**src/rtl/time_keeper.sv**
```systemverilog
// rtl/time_keeper.sv - time-of-day counter, button set logic and display scan phase (optional debouncer: TIME_KEEPER_DEBOUNCE_EN)
module time_keeper #(
  parameter int TICKS_PER_SEC   = 10000000,
  parameter int SCAN_DIV        = 1000,
  parameter int DEBOUNCE_CYCLES = 50000
) (
  input  logic        clock,
  input  logic        reset,
  input  logic        run,
  input  logic        show_hours,
  input  logic        btn_inc_min,
  input  logic        btn_inc_hour,
  output logic [11:0] data_show,
  output logic [2:0]  byte_status,
  output logic        tick_1hz
);

  localparam int PW = (TICKS_PER_SEC > 1) ? $clog2(TICKS_PER_SEC) : 1;
  localparam int SW = (SCAN_DIV > 1) ? $clog2(SCAN_DIV) : 1;
  localparam logic [PW-1:0] PRESC_LAST = PW'(TICKS_PER_SEC - 1);
  localparam logic [SW-1:0] SCAN_LAST  = SW'(SCAN_DIV - 1);

  logic [PW-1:0] r_presc;
  logic [5:0]    r_sec;
  logic [5:0]    r_min;
  logic [4:0]    r_hour;
  logic          r_tick;
  logic [11:0]   r_data;
  logic [SW-1:0] r_scan_presc;
  logic [2:0]    r_byte;

  logic          r_min_s1;
  logic          r_min_s2;
  logic          r_hour_s1;
  logic          r_hour_s2;
  logic          r_min_lvl_d;
  logic          r_hour_lvl_d;

  logic          w_tick;
  logic          w_min_lvl;
  logic          w_hour_lvl;
  logic          w_min_press;
  logic          w_hour_press;
  logic          w_sec_carry;
  logic          w_min_carry;
  logic [5:0]    w_sec_nxt;
  logic [5:0]    w_min_nxt;
  logic [4:0]    w_hour_nxt;
  logic [6:0]    w_min_sum;
  logic [5:0]    w_hour_sum;

  // Two-flop synchronizers bring the asynchronous buttons into the clock domain
  always_ff @(posedge clock) begin
    if (reset) begin
      r_min_s1  <= 1'b0;
      r_min_s2  <= 1'b0;
      r_hour_s1 <= 1'b0;
      r_hour_s2 <= 1'b0;
    end else begin
      r_min_s1  <= btn_inc_min;
      r_min_s2  <= r_min_s1;
      r_hour_s1 <= btn_inc_hour;
      r_hour_s2 <= r_hour_s1;
    end
  end

`ifdef TIME_KEEPER_DEBOUNCE_EN
  localparam int DW = (DEBOUNCE_CYCLES > 1) ? $clog2(DEBOUNCE_CYCLES) : 1;
  localparam logic [DW-1:0] DB_LAST = DW'(DEBOUNCE_CYCLES - 1);

  logic [DW-1:0] r_min_db_cnt;
  logic [DW-1:0] r_hour_db_cnt;
  logic          r_min_db;
  logic          r_hour_db;

  // Debounced level follows sync2 only after it has disagreed for DEBOUNCE_CYCLES cycles in a row
  always_ff @(posedge clock) begin
    if (reset) begin
      r_min_db_cnt  <= '0;
      r_hour_db_cnt <= '0;
      r_min_db      <= 1'b0;
      r_hour_db     <= 1'b0;
    end else begin
      if (r_min_s2 == r_min_db) begin
        r_min_db_cnt <= '0;
      end else if (r_min_db_cnt == DB_LAST) begin
        r_min_db     <= r_min_s2;
        r_min_db_cnt <= '0;
      end else begin
        r_min_db_cnt <= r_min_db_cnt + DW'(1);
      end
      if (r_hour_s2 == r_hour_db) begin
        r_hour_db_cnt <= '0;
      end else if (r_hour_db_cnt == DB_LAST) begin
        r_hour_db     <= r_hour_s2;
        r_hour_db_cnt <= '0;
      end else begin
        r_hour_db_cnt <= r_hour_db_cnt + DW'(1);
      end
    end
  end

  assign w_min_lvl  = r_min_db;
  assign w_hour_lvl = r_hour_db;
`else
  assign w_min_lvl  = r_min_s2;
  assign w_hour_lvl = r_hour_s2;
`endif

  // Edge registers turn each button level into a single-cycle press pulse
  always_ff @(posedge clock) begin
    if (reset) begin
      r_min_lvl_d  <= 1'b0;
      r_hour_lvl_d <= 1'b0;
    end else begin
      r_min_lvl_d  <= w_min_lvl;
      r_hour_lvl_d <= w_hour_lvl;
    end
  end

  assign w_min_press  = w_min_lvl & ~r_min_lvl_d;
  assign w_hour_press = w_hour_lvl & ~r_hour_lvl_d;

  // The tick fires on the last prescaler count, but only while time is running
  assign w_tick = run && (r_presc == PRESC_LAST);

  // Second prescaler: counts while running, holds its value while frozen
  always_ff @(posedge clock) begin
    if (reset) begin
      r_presc <= '0;
    end else if (w_tick) begin
      r_presc <= '0;
    end else if (run) begin
      r_presc <= r_presc + PW'(1);
    end
  end

  // Next-state of the time chain; tick carry and button press are summed, only the tick carries into hours
  always_comb begin
    w_sec_carry = w_tick && (r_sec == 6'd59);
    w_min_carry = w_sec_carry && (r_min == 6'd59);
    w_sec_nxt   = r_sec;
    if (w_tick) begin
      w_sec_nxt = w_sec_carry ? 6'd0 : r_sec + 6'd1;
    end
    w_min_sum  = {1'b0, r_min} + {6'd0, w_sec_carry} + {6'd0, w_min_press};
    w_min_nxt  = (w_min_sum >= 7'd60) ? 6'(w_min_sum - 7'd60) : w_min_sum[5:0];
    w_hour_sum = {1'b0, r_hour} + {5'd0, w_min_carry} + {5'd0, w_hour_press};
    w_hour_nxt = (w_hour_sum >= 6'd24) ? 5'(w_hour_sum - 6'd24) : w_hour_sum[4:0];
  end

  // Time registers and the registered tick pulse, which lines up with the new counter values
  always_ff @(posedge clock) begin
    if (reset) begin
      r_sec  <= '0;
      r_min  <= '0;
      r_hour <= '0;
      r_tick <= 1'b0;
    end else begin
      r_sec  <= w_sec_nxt;
      r_min  <= w_min_nxt;
      r_hour <= w_hour_nxt;
      r_tick <= w_tick;
    end
  end

  // Registered display field pair: hours:minutes or minutes:seconds
  always_ff @(posedge clock) begin
    if (reset) begin
      r_data <= '0;
    end else if (show_hours) begin
      r_data <= {1'b0, r_hour, r_min};
    end else begin
      r_data <= {r_min, r_sec};
    end
  end

  // Free-running scan phase: advances once per SCAN_DIV cycles regardless of run
  always_ff @(posedge clock) begin
    if (reset) begin
      r_scan_presc <= '0;
      r_byte       <= '0;
    end else if (r_scan_presc == SCAN_LAST) begin
      r_scan_presc <= '0;
      r_byte       <= r_byte + 3'd1;
    end else begin
      r_scan_presc <= r_scan_presc + SW'(1);
    end
  end

  assign data_show   = r_data;
  assign byte_status = r_byte;
  assign tick_1hz    = r_tick;

endmodule

```
**config.mk**
```make
export PLATFORM = sky130hd
export DESIGN_NAME = time_keeper
export DESIGN_NICKNAME = d
export VERILOG_FILES = /design/src/rtl/time_keeper.sv
export SDC_FILE = /design/constraint.sdc
export NUM_CORES = 1
export LEC_CHECK = 0
export ABC_CLOCK_PERIOD_IN_PS = 5150
export BUFFER_PORTS_ARGS = -buffer_cell sky130_fd_sc_hd__clkbuf_2
export CAP_MARGIN = 15
export CORE_MARGIN = 5
export CORE_UTILIZATION = 59
export DETAILED_ROUTE_END_ITERATION = 7
export GPL_TIMING_DRIVEN = 0
export HOLD_SLACK_MARGIN = 0.06
export PLACE_DENSITY = 0.85
export SYNTH_ARGS = -nofsm -noshare
export SYNTH_HDL_FRONTEND = slang
export SYNTH_SLANG_ARGS = --single-unit
```
**constraint.sdc**
```tcl
create_clock -name clock -period 5.15 [get_ports clock]
set_clock_uncertainty 0.1 [all_clocks]
set_input_delay 0.515 -clock clock [delete_from_list [all_inputs] [get_ports clock]]
set_output_delay 0.515 -clock clock [all_outputs]
set_load 0.01 [all_outputs]
```
### Yosys cells after proc, flatten, opt, wreduce, memory -nomap -nowiden

Index checks and enable logic that the tools add are counted.

* bits of input ports: 6
* word-level logic and storage cells: 45
* register bits: 73
* output and inout bits: 16

* bitwise logic cells: 4
* add/subtract/negate cells: 10
* muxes and demuxes: 4
* equal/unequal tests: 4
* reductions and logical operators: 6
* magnitude comparators: 2

Operators by type and width (count)
* $add A24 B1 Y24 const B: 1
* $eq A24 B24 Y1 const B: 1
* $eq A6 B6 Y1 const B: 2
* $mux W6: 2
* $mux W11: 1
* $add A10 B1 Y10 const B: 1
* $eq A10 B10 Y1 const B: 1
* $add A6 B1 Y7: 1
* $add A7 B1 Y7: 1
* $ge A7 B6 Y1 const B: 1
* $add A5 B1 Y6: 1
* $add A6 B1 Y6: 1
* $add A6 B1 Y6 const B: 1
* $ge A6 B5 Y1 const B: 1
* $reduce_or A2 Y1: 3
* $sub A6 B6 Y6 const B: 1
* $mux W5: 1
* $sub A5 B5 Y5 const B: 1
* $add A3 B1 Y3 const B: 1
* $logic_and A1 B1 Y1: 3
* $and A1 B1 Y1: 2
* $not A1 Y1: 2

### Longest topological paths before layout

* depth in word-level cells: 8
* mapped depth: 15
* gate-level depth less buffers: 14

### Worst setup path after synthesis

No wires, ideal clock.

* path kind: flip-flop to flip-flop
* from: register r_presc[0]
* to: register r_min[3]
* data required time: 4.934 ns
* arrival time: 3.484 ns
* stages on the path, launching flop included: 16
* clock period less this slack: 3.701 ns
* buffers on the path: 1
* setup slack: 1.449 ns
* library setup time: 0.116 ns
* cells stage by stage: dfxtp_1 ha_1 nand3_2 or4_4 or2_1 buf_6 nor2_1 fa_1 ha_1 xor2_1 ha_1 nor3b_1 a21o_1 nand3_1 or3_1 o211a_1

* longest elaborated chain between the ends: 7
* elaborated cells on any way between the ends: 8
* classes of those cells: 3 x add/sub; 1 x order compare; 1 x eq/ne; 1 x mux; 2 x reduce/logical

Ends and longest elaborated chain
* from (decl): line 23 `logic [PW-1:0] r_presc;`
* from (signal assigned): line 134 `r_presc <= r_presc + PW'(1);`
* $eq A24 B24 Y1 (*): line 125 `assign w_tick = run && (r_presc == PRESC_LAST);`
* $logic_and A1 B1 Y1 (*): line 125
* $logic_and A1 B1 Y1 (*): line 140 `w_sec_carry = w_tick && (r_sec == 6'd59);`
* $add A6 B1 Y7 (*): line 146 `w_min_sum = {1'b0, r_min} + {6'd0, w_sec_carry} + {6'd0, w_min_press};`
* $add A7 B1 Y7 (*): line 146
* $sub A6 B6 Y6 or $ge A7 B6 Y1 (tied branches): line 147 `w_min_nxt = (w_min_sum >= 7'd60) ? 6'(w_min_sum - 7'd60) : w_min_sum[5:0];`
* $mux W6 (*): line 147
* to (signal assigned): line 161 `r_min <= w_min_nxt;`
* to (decl): line 25 `logic [5:0] r_min;`

Mark *: on every way between the ends. The rest lies on a longest branch, timed or not.
A chain may end at the register's enable or synchronous reset.

### Worst setup path in the final report

Same ends and word-level chain as after synthesis.

==> metrics <==
leading cell types by total area after synthesis=dfxtp_1 (46%), nor2_1 (7.9%), xnor2_1 (6.0%); status=complete, no violations; hold_ws=0.2873 ns; post_cts resized=0; DIE AREA=about 7000 um2; Placer Congestion=roughly 0.9; cts hold-fix bufs=0; initial antenna violation count=0; Critical Path Start Type=register; Detailed Place HPWL=about 4300 um; Finished Layout Cells=457; worst min path class=in -> reg; Syn Area/Cell=between 9 and 10 um2; power per cell area=around 270 nW/um2; synthesis-to-finish area growth=10.72%; Max Cap Viol=0; total grt overflow=0; via density per instance=~5.6; Layout Nets=400; arrival time worst endpoint=around 4.4 ns; Clock Tree Root=clkbuf_8; Starting Density=0.6183; Sink Count=73; initial DRC count=about 130; cell leakage power=between 0.001 and 0.0015 uW; Crit Path Category=reg -> reg; Worst-Margin Slew=around 1 ns; RSZ-0062 raised after global routing=false; Reg clk slew, reported paths=0.07 ns; first-pass GRT wire length=10850 um; CTS buffer count=9; Fillers=between 400 and 500; Synth top area share=0.4570; # rows=26; Critical Path RT=5.28 ns; Post-Syn Nets=about 370; Post-synth EDFFs=0; I/O pin total=22; clk_lat worst skew=~0.34 ns; Mapped Cells=around 350; Netlist cell types=47; post-synthesis instance area=approximately 3200 um2; Core ar.=between 5000 and 6000 um2; Wirelength per Cell=about 14 um; maximum clock path buffer count=2; leading register cell type out of synthesis=dfxtp_1; Die Y=between 80 and 90 um; H-tree level count=3; Max Slew Vio Count=0; postcts setup bufs=0; worst slack at placement=0.8853 ns; CP endpoint kind=register; worst vdd ir=between 150 and 200 uV; minimum clock period=roughly 4.3 ns; commonest non-fill, non-tap cell in the layout=dfxtp_1; setup tns final=0 ns; Total Wirelength=6277 um; vias post-DR=between 2000 and 3000; worst setup margin=0.8701 ns; CTS tree=yes; DRC violation count after routing=0; period utilisation layout=0.8311; GRT Resource Usage Total=0.1893; placed insts=between 400 and 500; DRT Pass-1 Iters=4; synth warn=0; register area share after synthesis=0.4570; vias in the first global route=~2400; diode count=0; Final Hold Viols=0; CP Max Fanout=9; Synth area leader=dfxtp_1; Die W=roughly 84 um; Rel. slew slack=0.3435; Async SR Flop Fraction=0; Final ANT Viol Nets=0; largest net degree at the start of global routing=11; most frequent cells in the layout=dfxtp_1 (73), nor2_1 (67), nand2_1 (23); layout cells sized above 1=0.1085; f_max=between 200 and 250 MHz; final setup fails=0; IO Port Bufs=21; post-synthesis register bit count=73
[critical path, stage by stage, from the launching register on]
cell     delay (ns)
dfxtp_1        0.38
ha_1           0.20
nand3_2        0.11
or4_4          0.57
or2_1          0.25
buf_6          0.14
nor2_1         0.16
fa_1           0.27
ha_1           0.31
xor2_1         0.24
ha_1           0.21
nor3b_1        0.40
a21o_1         0.20
nand3_1        0.15
or3_1          0.34
o211a_1        0.13
[path summary, 6_finish.rpt]
check,slack (ns),cells past startpoint,startpoint,end
worst max-delay path,0.87,15,r_presc[0],r_min[3]
worst min-delay path,0.29,2,btn_inc_min,r_min_s1
worst max register to register,0.87,15,r_presc[0],r_min[3]
worst min register to register,0.34,1,r_min_s1,r_min_s2
[per-stage QoR]
step,cell area [um2],total power (uW),util
2_1_floorplan,3198,609.8,-
3_3_place_gp,3391,618.7,0.6555
3_5_place_dp,3391,620.4,0.6555
4_1_cts,3541,982.7,0.6846
5_1_grt,3541,1011,0.6846
6_report,3541,972.6,0.6846
[final cells by class]
cell class	instances	area, um2	area share
Inverter	6	22.52	0.006360
Multi-Input combinational cell	260	1652	0.4664
Clock buffer	12	145.1	0.04099
Timing Repair Buffer	21	105.1	0.02968
Sequential cell	73	1461	0.4127
Buffer	14	62.56	0.01767
Clock inverter	1	5.005	0.001413
Tap cell	70	87.58	0.02473
[synthesized netlist by cell type (5+ instances only)]
master,instances
a21oi_1,6
and3_1,11
clkbuf_1,10
dfxtp_1,73
ha_1,7
inv_1,6
mux2i_1,13
nand2_1,23
nand3_1,14
nand4_1,10
nor2_1,67
nor2b_1,12
nor3_1,7
o21ai_0,5
xnor2_1,22
xor2_1,18
[registers in the layout (all words and copies together) (netlist names)]
signal        flops
r_presc          24
data_show        12
r_scan_presc     10
r_min             6
r_sec             6
r_hour            5
byte_status       3
r_hour_lvl_d      1
r_hour_s1         1
r_hour_s2         1
r_min_lvl_d       1
r_min_s1          1
r_min_s2          1
tick_1hz          1
[routing by layer]
layer	track usage	vias to the layer above	wire, um
met4	0.07164	0	67
met5	0	-	0
met3	0.04837	8	290
met1	0.2256	1210	2772
met2	0.3261	58	3147
li1	-	1269	-
[logic make-up (layout without fill, tap and decap cells)]
logic type	count (synthesis)	count (layout)	share of synthesized area
AO/OA/AOI/OAI	25	25	0.05321
XOR/XNOR	40	40	0.1095
adder cells (fa/ha/maj)	9	9	0.03991
buffers and inverters	20	54	0.02660
flip-flops	73	73	0.4570
multiplexers	13	13	0.04069
AND/OR/NAND/NOR	173	173	0.2731
[where the power goes]
part / switching (uW) / internal, uW / total, uW
logic: 18.9 / 12.3 / 31.3
registers: 4.74 / 572 / 576
clock network: 185 / 180 / 365
Power figures use the tool's default switching activity.
